## config.mk

```make
export PLATFORM = sky130hd
export DESIGN_NAME = dmem_ctrl
export DESIGN_NICKNAME = d
export VERILOG_FILES = /design/src/rtl/dmem_pkg.sv /design/src/rtl/dmem_wait_cnt.sv /design/src/rtl/dmem_ctrl.sv
export SDC_FILE = /design/constraint.sdc
export NUM_CORES = 1
export LEC_CHECK = 0
export CAP_MARGIN = 20
export CORE_UTILIZATION = 61
export DETAILED_ROUTE_END_ITERATION = 7
export DONT_BUFFER_PORTS = 1
export PLACE_DENSITY = 0.77
export SYNTH_ARGS = -nofsm -noshare
export SYNTH_HDL_FRONTEND = slang
export SYNTH_SLANG_ARGS = --single-unit
export TNS_END_PERCENT = 100
```

## constraint.sdc

```tcl
create_clock -name clk -period 1.6 [get_ports clk]
set_input_delay 0.16 -clock clk [delete_from_list [all_inputs] [get_ports clk]]
set_output_delay 0.16 -clock clk [all_outputs]
set_load 0.01 [all_outputs]
```

## src/rtl/dmem_pkg.sv

```systemverilog
// Shared definitions for the data-memory path (dmar, dmem_ctrl, control unit).
// Contents:
//   DMEM_ADDR_W / DMEM_DATA_W : default address and pixel widths
//   ST_IDLE / ST_ISSUE / ST_RD_WAIT : access FSM state encodings
//   wait_cnt_w()              : width of a down-counter that must hold a read latency
package dmem_pkg;

  localparam int DMEM_ADDR_W = 19;
  localparam int DMEM_DATA_W = 8;

  localparam logic [1:0] ST_IDLE    = 2'd0;
  localparam logic [1:0] ST_ISSUE   = 2'd1;
  localparam logic [1:0] ST_RD_WAIT = 2'd2;

  // Bits needed to hold the value lat (counter loads lat and counts down to 1).
  function automatic int wait_cnt_w(input int unsigned lat);
    return $clog2(lat + 1);
  endfunction

endpackage

```

## src/rtl/dmem_wait_cnt.sv

```systemverilog
// Loadable down-counter timing the SRAM read latency.
// Ports:
//   clk     in  clock, rising edge
//   RST     in  asynchronous active-high reset (count -> 0)
//   load_i  in  load the counter with MEM_LAT
//   dec_i   in  decrement by one (saturates at 0)
//   last_o  out count == 1, i.e. the final wait cycle
module dmem_wait_cnt
  import dmem_pkg::*;
#(
  parameter int unsigned MEM_LAT = 2
) (
  input  logic clk,
  input  logic RST,
  input  logic load_i,
  input  logic dec_i,
  output logic last_o
);

  localparam int CNT_W = wait_cnt_w(MEM_LAT);

  logic [CNT_W-1:0] cnt_q;

  // NOTE: sequential state uses non-blocking assignments so every flop samples
  // pre-edge values regardless of block evaluation order.
  always_ff @(posedge clk or posedge RST) begin
    if (RST) begin
      cnt_q <= '0;
    end else if (load_i) begin
      cnt_q <= CNT_W'(MEM_LAT);
    end else if (dec_i && (cnt_q != '0)) begin
      cnt_q <= cnt_q - CNT_W'(1);
    end
  end

  assign last_o = (cnt_q == CNT_W'(1));

endmodule

```

## src/rtl/dmem_ctrl.sv

```systemverilog
// Data-memory access controller: accepts a read or write from the control unit
// (address from the DMAR, byte from the data register), performs one access on the
// synchronous pixel SRAM and returns read data with a one-cycle done pulse.
// Optional build macro: DMEM_BOUNDS_CHECK_EN -- reject addresses >= MEM_DEPTH without
// touching the SRAM, reporting err together with done. Undefined: err is always 0.
// Ports:
//   clk, RST            clock (rising edge), asynchronous active-high reset
//   rd_req, wr_req      access requests, sampled only while idle (write wins if both)
//   addr_in, wr_data    address / write byte, captured on acceptance
//   busy                access in progress, requests ignored
//   done, err           one-cycle completion pulse, out-of-range flag valid with done
//   rd_data             last read byte, held until the next read completes
//   mem_en, mem_we      SRAM enable (one cycle per access) and write enable
//   mem_addr, mem_wdata SRAM address (stable for the whole access) and write data
//   mem_rdata           SRAM read data, valid MEM_LAT cycles after the mem_en cycle
module dmem_ctrl
  import dmem_pkg::*;
#(
  parameter int unsigned ADDR_W    = DMEM_ADDR_W,
  parameter int unsigned DATA_W    = DMEM_DATA_W,
  parameter int unsigned MEM_LAT   = 2,
  parameter int unsigned MEM_DEPTH = 262144
) (
  input  logic              clk,
  input  logic              RST,
  input  logic              rd_req,
  input  logic              wr_req,
  input  logic [ADDR_W-1:0] addr_in,
  input  logic [DATA_W-1:0] wr_data,
  output logic              busy,
  output logic              done,
  output logic [DATA_W-1:0] rd_data,
  output logic              err,
  output logic              mem_en,
  output logic              mem_we,
  output logic [ADDR_W-1:0] mem_addr,
  output logic [DATA_W-1:0] mem_wdata,
  input  logic [DATA_W-1:0] mem_rdata
);

`ifdef DMEM_BOUNDS_CHECK_EN
  localparam bit BOUNDS_EN = 1'b1;
`else
  localparam bit BOUNDS_EN = 1'b0;
`endif

  logic [1:0]        state_q, state_d;
  logic              busy_q, busy_d;
  logic              done_q, done_d;
  logic              err_q, err_d;
  logic              mem_en_q, mem_en_d;
  logic              mem_we_q, mem_we_d;
  logic [ADDR_W-1:0] mem_addr_q, mem_addr_d;
  logic [DATA_W-1:0] mem_wdata_q, mem_wdata_d;
  logic [DATA_W-1:0] rd_data_q, rd_data_d;

  logic cnt_load, cnt_dec, cnt_last;
  logic addr_oob;

  // Compared at 64 bits so MEM_DEPTH may exceed the address range.
  assign addr_oob = BOUNDS_EN && (64'(addr_in) >= 64'(MEM_DEPTH));

  dmem_wait_cnt #(
    .MEM_LAT (MEM_LAT)
  ) u_wait_cnt (
    .clk    (clk),
    .RST    (RST),
    .load_i (cnt_load),
    .dec_i  (cnt_dec),
    .last_o (cnt_last)
  );

  // NOTE: every signal gets a default before the case statement, so no path
  // leaves one unassigned and no latch is inferred.
  always_comb begin
    state_d     = state_q;
    busy_d      = busy_q;
    done_d      = 1'b0;
    err_d       = 1'b0;
    mem_en_d    = 1'b0;
    mem_we_d    = 1'b0;
    mem_addr_d  = mem_addr_q;
    mem_wdata_d = mem_wdata_q;
    rd_data_d   = rd_data_q;
    cnt_load    = 1'b0;
    cnt_dec     = 1'b0;

    case (state_q)
      ST_IDLE: begin
        if (wr_req || rd_req) begin
          if (addr_oob) begin
            // Rejected without an SRAM cycle; completion reported immediately.
            done_d = 1'b1;
            err_d  = 1'b1;
          end else begin
            state_d     = ST_ISSUE;
            busy_d      = 1'b1;
            mem_en_d    = 1'b1;
            mem_we_d    = wr_req;  // a simultaneous read is dropped
            mem_addr_d  = addr_in;
            mem_wdata_d = wr_data;
          end
        end
      end

      ST_ISSUE: begin
        // mem_we_q still holds the accepted operation during the issue cycle.
        if (mem_we_q) begin
          state_d = ST_IDLE;
          busy_d  = 1'b0;
          done_d  = 1'b1;
        end else begin
          state_d  = ST_RD_WAIT;
          cnt_load = 1'b1;
        end
      end

      ST_RD_WAIT: begin
        cnt_dec = 1'b1;
        if (cnt_last) begin
          rd_data_d = mem_rdata;
          state_d   = ST_IDLE;
          busy_d    = 1'b0;
          done_d    = 1'b1;
        end
      end

      default: begin
        state_d = ST_IDLE;
        busy_d  = 1'b0;
      end
    endcase
  end

  always_ff @(posedge clk or posedge RST) begin
    if (RST) begin
      state_q     <= ST_IDLE;
      busy_q      <= 1'b0;
      done_q      <= 1'b0;
      err_q       <= 1'b0;
      mem_en_q    <= 1'b0;
      mem_we_q    <= 1'b0;
      mem_addr_q  <= '0;
      mem_wdata_q <= '0;
      rd_data_q   <= '0;
    end else begin
      state_q     <= state_d;
      busy_q      <= busy_d;
      done_q      <= done_d;
      err_q       <= err_d;
      mem_en_q    <= mem_en_d;
      mem_we_q    <= mem_we_d;
      mem_addr_q  <= mem_addr_d;
      mem_wdata_q <= mem_wdata_d;
      rd_data_q   <= rd_data_d;
    end
  end

  assign busy      = busy_q;
  assign done      = done_q;
  assign err       = err_q;
  assign mem_en    = mem_en_q;
  assign mem_we    = mem_we_q;
  assign mem_addr  = mem_addr_q;
  assign mem_wdata = mem_wdata_q;
  assign rd_data   = rd_data_q;

endmodule

```

# Word-level counts from Yosys, hierarchy flattened
# Cells that the tools add are included.
# Widths: inputs -> output; s select.
totals:
  reg_bits: 43
  input_bits: 39
  out_inout_bits: 40
op_classes:
  add_sub_neg: 1
  n_eq_ne: 6
  muxes: 20
  n_reduce_logical: 9
ops:
  columns: ["cell", "n"]
  rows:
  - ["$mux 1", 12]
  - ["$mux 2", 5]
  - ["$ne 2x2->1 const B", 3]
  - ["$pmux 2 s3", 1]
  - ["$reduce_and 2->1", 3]
  - ["$eq 2x1->1 const B", 2]
  - ["$reduce_bool 2->1", 2]
  - ["$pmux 1 s3", 1]
  - ["$reduce_and 3->1", 1]
  - ["$eq 2x2->1 const B", 1]
  - ["$logic_not 2->1", 1]
  - ["$pmux 1 s2", 1]
  - ["$sub 2x1->2 const B", 1]
  - ["$logic_and 1x1->1", 1]
  - ["$logic_or 1x1->1", 1]

# Longest topological paths before layout
# Gate-level depths: netlist (run 1).
logic_depth:
  ltp_word: 5
  depth_mapped: 5

# Cells and area by module
# A second synthesis (run 1) with hierarchy kept.
hier_totals:
  hier_cells: 115
  hier_area_um2: 1771.7
modules_own_cells:
  columns: ["mod", "n_inst", "cells_per_inst", "area_per_inst_um2", "seq_area_each_um2"]
  rows:
  - ["dmem_ctrl", 1, 101, 1626.6, 1026.0]
  - ["dmem_wait_cnt", 1, 14, 145.1, 50.0]

# Least setup slack after synthesis (run 1)
# Ideal clock, no wire load.
synth_path:
  path_type: "register -> register"
  start: "register state_q[0]"
  end: "register mem_addr_q[13] (netlist: mem_addr[13])"
  setup_ps: 125
  arrival_ps: 1310
  required_ps: 1475
  setup_slack_ps: 165
  path_stages_with_launch: 6
  synth_period_minus_slack_ps: 1435
  cell_sequence: "dfrtp_1 inv_1 ha_1 o21ai_4 buf_8 mux2_4"
synth_via:
  elab_chain_len: 2
synth_rtl:
  columns: ["element", "line", "source"]
  rows:
  - ["start: declaration", "dmem_ctrl.sv:47", "logic [1:0] state_q, state_d;"]
  - ["start signal: assignment", "dmem_ctrl.sv:147", "state_q <= state_d;"]
  - ["$logic_not 2->1", "dmem_ctrl.sv:88", "case (state_q)"]
  - ["$reduce_and 2->1 (no line)", null, null]
  - ["end signal: assignment", "dmem_ctrl.sv:153", "mem_addr_q <= mem_addr_d;"]
  - ["end: declaration", "dmem_ctrl.sv:53", "logic [ADDR_W-1:0] mem_addr_q, mem_addr_d;"]
# No other way between the ends.
# A chain may end at the register's enable or synchronous reset.

# Worst setup path in the final report (run 1)
layout_path:
  start: "register state_q[1]"
  end: "register mem_addr_q[8] (netlist: mem_addr[8])"
# Same word-level chain as after synthesis.

==> flow_summary.yaml, run 1 <==
synth:
  yosys_register_bits: 43
  synth-edff-count: 0
  synth_nets: 158
  yosysTopAreaCellShare_pct: 59.5
  synth_ff_type: "dfrtp_1"
  synth-seq-area-share_pct: 59.5
  yosys.area.top_type: "dfrtp_1"
  yosysMostFrequentCell: "dfrtp_1"
  ys_top_cells_by_area: "dfrtp_1, mux2_4, mux2_2"
  synth_commonest_cells: "dfrtp_1, mux2_4, mux2_2, ha_1, inv_1"
  async_flop_share_pct: 100
  synthesis.instances: 113
  yosysWarnings: 0
  synth.distinct_cells: 22
  syn_avg_cell_area_um2: 16.0
  syn_area_um2: 1810
grt:
  grt_max_degree: 27
  gr-usage-all-layers_pct: 24.6
  grt_pass1_wl_um: 5710
  grt_pass1_vias: 1185
  antenna_found_initial: 0
  overflow: 0
clocking:
  htreeDepth: 2
  worstSkewPairLatency_ps: 350
  cts_tree: "yes"
  clockBufferDepth: 2
  clock-sinks: 43
  cts_buffers: 5
  clockRootBuffer: "clkbuf_4"
  cts_setup_buffers: 0
  clk_pin_slew_ps: 120
timing:
  worst_slew_pin_slew_ps: 639
  finalHoldViolations: 0
  max-slew-margin-rel_pct: 57.2
  setup_viol: 0
  period_needed_ps: 1490
  fmax_mhz: 672
  finClkSkew_ps: 13.6
  period_share_pct: 93.0
  tns_ps: 0
  slew_violations: 0
  fin_ws_ps: 112
  rsz0062_at_grt: "false"
power:
  clock_power_share_pct: 11.7
  intPower_w: 0.00274
  switchingPower_w: 0.00148
  switching_share_pct: 35.0
  peakVddDrop_uv: 1730
  powerDensity_nw_per_um2: 1840
  combPwrFrac_pct: 34.8
  seqPwrFrac_pct: 53.4
  power_leakage_nw: 1.07
worst_setup_path:
  required_ps: 1840
  startpoint_type: "flop"
  reg2reg_depth: 5
  worstReg2RegEnd: "mem_addr[8]"
  regToRegStartpoint: "state_q[1]"
  r2r_setup_slack_ps: 110
  cp_cell_sequence: "inv_1, ha_2, o21ai_4, buf_12, mux2_4"
  crit_start: "state_q[1]"
  arrival_ps: 1730
  endpoint_kind: "flop"
  critPathMaxStageDelay_ps: 410
  path_max_fanout: 14
  cpMaxStageDelayCell: "dfrtp_1"
  path_class: "reg -> reg"
routing:
  post_drt_wl_per_cell_um: 18.3
  viasPerCell: 5.56
  postRouteAntennaNets: 0
  drt-total-wl_um: 3480
  drc_errors: 0
  first_pass_iters: 4
  dr.first_iter.drc_count: 25
  via_count: 1057
min_path:
  hold_class: "in -> reg"
  hold_start: "wr_req"
  holdPathStages: 3
  hold_end: "state_q[0]"
cells_and_area:
  multi_input_area_um2: 678
  diodes: 0
  nNetsFinal: 203
  n_fill_cell: 153
  regArea_um2: 1080
  drive_gt1_share_pct: 30.8
  area_growth_pct: 26.8
placed_design:
  pre_cts_ws_ps: 40.4
  place.detailed.hpwl_um: 2170
  gp_congestion: 0.666
  portBuffers: 0
job:
  max_cap_viol_count: 0
floorplanning:
  std_cell_rows: 19
  placeableCoreArea_um2: 2780
  io_pins: 79
  die_y_um: 56.5
  die_x_um: 56.5
  dieArea_um2: 3190
  initial_core_util_pct: 65.0
run_status:
  outcome: "finished clean"
## per-layer routing
metal	wire [um]	share of wire, %	track usage [%]
met1	1220	35	27.1
met3	316	9.1	11.1
met4	22	0.63	4.18
met5	0	0	0
met2	1920	55	43.9
## flip-flops by register name (all words and copies together), names as in the netlist
signal	flops
mem_addr	19
mem_wdata	8
rd_data	8
state_q	2
u_wait_cnt.cnt_q	2
busy	1
done	1
mem_en	1
mem_we	1
## cells in the final DEF, fill, tap and decap left out, drive strengths merged, types with 2 or more instances in the layout
master / netlist / layout
nor2b: 2 / 2
dlygate4sd3: 0 / 37
mux2: 36 / 36
buf: 3 / 4
ha: 6 / 6
o21ai: 2 / 2
nor2: 3 / 3
dfrtp: 43 / 43
inv: 6 / 5
clkbuf: 0 / 7
clkinv: 0 / 2
nand2: 2 / 2
## through the flow
step                      cells  utilization (%)  power (W)  instance area, um^2  hold slack (ps)
after floorplan             113                -    0.00334                 1810              294
after global routing        190             82.5    0.00447                 2290              179
after detailed placement    145             67.1    0.00363                 1870             77.4
after global placement      145             67.1    0.00354                 1870             67.0
final                       190             82.5    0.00422                 2290              158
after CTS                   190             82.2    0.00419                 2290              150
## power groups by stage
stage / registers [W] / clock network (W) / logic, W
floorplan: 0.00214 / 0 / 0.00120
global placement: 0.00223 / 0 / 0.00130
detailed placement: 0.00226 / 0 / 0.00137
CTS: 0.00224 / 0.000503 / 0.00145
global route: 0.00231 / 0.000549 / 0.00161
finish: 0.00226 / 0.000496 / 0.00147
## worst max path at each step
| stage | to | slack [ps] | cells past startpoint |
|---|---|---|---|
| 2_1_floorplan | mem_addr[13] | 160 | 5 |
| 3_3_place_gp | mem_addr[7] | 140 | 5 |
| 3_5_place_dp | mem_addr[9] | 40 | 5 |
| 4_1_cts | mem_addr[9] | 30 | 5 |
| 5_1_grt | mem_addr[8] | 40 | 5 |
| 6_report | mem_addr[8] | 110 | 5 |
## kinds of logic after synthesis
logic type | share of synthesized area (%)
adders and majority gates | 4.15
other | 0.207
muxes | 26.3
buffers and inverters | 3.32
AOI/OAI and AO/OA | 3.32
and+or+nand+nor | 2.70
DFF | 59.5
xor gates and xnor gates | 0.484
## area by class of cell
class	instances	area share, %
flip-flops and latches	43	46.9
well taps	31	1.69
clock inverters	1	0.218
multi-input cells	61	29.6
repair buffers	41	18.7
inverters	6	0.981
clock buffers	7	1.96
## worst max-delay path: cells and delay by family, from the launching register on
family	cells	cell delay, ps
buf+inv	2	300
mux	1	310
compound gates	1	160
fa+ha+maj	1	200
flops	1	410
## what timing repair did
action / in CTS / in global routing
setup endpoints to repair: 0 / 7
hold endpoints to repair: 53 / 0
hold buffers: 37 / 0
resized for setup: 0 / 3
No activity file was read; power rests on OpenSTA's default activity.
==> run 2: changes to the inputs <==
--- a/config.mk
+++ b/config.mk
@@ -10,6 +10,7 @@
 export DETAILED_ROUTE_END_ITERATION = 7
 export DONT_BUFFER_PORTS = 1
 export PLACE_DENSITY = 0.77
+export RECOVER_POWER = 25
 export SYNTH_ARGS = -nofsm -noshare
 export SYNTH_HDL_FRONTEND = slang
 export SYNTH_SLANG_ARGS = --single-unit
==> flow_summary.yaml, run 2 (same netlist as run 1, synthesis figures left out) <==
cells_and_area:
  final_cell_mix: "dfrtp_1, dlygate4sd3_1, mux2_4"
  area_growth_pct: 26.0
  final_common_cell: "dfrtp_1"
  stdcell_area_um2: 2280
  largest_reg_flops: 19
  multi_input_area_um2: 678
  regArea_um2: 1080
  drive_gt1_share_pct: 30.8
  n_fill_cell: 155
  fin_util_pct: 82.0
  diodes: 0
  nNetsFinal: 203
worst_setup_path:
  startpoint_type: "flop"
  arrival_ps: 1730
  path_class: "reg -> reg"
  endpoint_kind: "flop"
  required_ps: 1840
  path_max_fanout: 14
clocking:
  clk_pin_slew_ps: 120
  htreeDepth: 2
  cts_setup_buffers: 0
  clock-sinks: 43
  worstSkewPairLatency_ps: 350
  clockRootBuffer: "clkbuf_4"
  clockBufferDepth: 2
  cts_tree: "yes"
  cts_buffers: 5
timing:
  finClkSkew_ps: 14.2
  period_needed_ps: 1490
  tns_ps: 0
  fmax_mhz: 671
  slew_violations: 0
  worst_slew_pin_slew_ps: 624
  rsz0062_at_grt: "false"
  setup_viol: 0
  finalHoldViolations: 0
  period_share_pct: 93.2
  max-slew-margin-rel_pct: 58.4
grt:
  grt_max_degree: 27
  antenna_found_initial: 0
  grt_pass1_wl_um: 5710
  overflow: 0
  grt_pass1_vias: 1185
  gr-usage-all-layers_pct: 24.6
job:
  max_cap_viol_count: 0
placed_design:
  place.detailed.hpwl_um: 2170
  place_area_um2: 1870
  portBuffers: 0
  gp_congestion: 0.666
min_path:
  hold_class: "in -> reg"
routing:
  drc_errors: 0
  via_count: 1055
  maxUsedRoutingLayer: "met4"
  postRouteAntennaNets: 0
  wl_met2_um: 1910
  viasPerCell: 5.55
  post_drt_wl_per_cell_um: 18.4
  drt-total-wl_um: 3490
  dr.first_iter.drc_count: 25
  wl_met1_um: 1240
  first_pass_iters: 4
  dr_wl_met3_um: 316
power:
  peakVddDrop_uv: 1730
  powerDensity_nw_per_um2: 1850
  power_leakage_nw: 1.07
run_status:
  outcome: "finished clean"
floorplanning:
  initial_core_util_pct: 65.0
  dieArea_um2: 3190
  die_x_um: 56.5
  placeableCoreArea_um2: 2780
  io_pins: 79
  die_y_um: 56.5
  std_cell_rows: 19
run 2: cell count changes in the layout (fill, tap and decap cells not counted), sizes merged:
cell    delta
buf        -1
clkbuf     +1
run 2: routing by layer:
layer	GRT usage, %	vias to the layer above
met5	0	-
met4	4.18	0
met3	11.1	3
met2	43.9	56
met1	27.1	526
li1	-	470
run 2: stage by stage:
step	total power, W	hold WS (ps)	cells	worst slack [ps]
3_3_place_gp	0.00354	67.0	145	136
4_1_cts	0.00419	150	190	31.5
3_5_place_dp	0.00363	77.4	145	40.4
5_1_grt	0.00446	179	190	43.7
6_report	0.00422	158	190	109
2_1_floorplan	0.00334	294	113	165
run 2: cell type report:
class	instances	share of cell area, %
sequential	43	47.2
multi-input combinational	61	29.7
timing repair buffer	41	18.2
clock buffer	7	1.98
tap	31	1.70
inverter	6	0.988
clock inverter	1	0.220
run 2: path summary, 6_finish.rpt:
check | startpoint | cells past startpoint | end | slack (ps)
max reg2reg | state_q[1] | 5 | mem_addr[8] | 110
max in group asynchronous | RST | 3 | state_q[1] | 400
max | state_q[1] | 5 | mem_addr[8] | 110
min | wr_req | 3 | state_q[0] | 160
min in group asynchronous | RST | 2 | mem_addr[8] | 240
min reg2reg | u_wait_cnt.cnt_q[1] | 1 | u_wait_cnt.cnt_q[1] | 520
run 2: critical path, cell delays in order, from the launching register on:
cell and delay [ps]:
dfrtp_1 410, inv_1 80, ha_2 200, o21ai_4 160, buf_12 220, mux2_4 320
run 2: repair_timing:
item	CTS	global route
endpoints found under the hold margin	53	0
endpoints found under the setup margin	0	7
hold buffers	37	0
gates resized for setup	0	3
run 2: power breakdown:
group / internal (W) / switching [W]
logic: 0.000943 / 0.000525
registers: 0.00162 / 0.000631
clock network: 0.000172 / 0.000325
total: 0.00274 / 0.00148
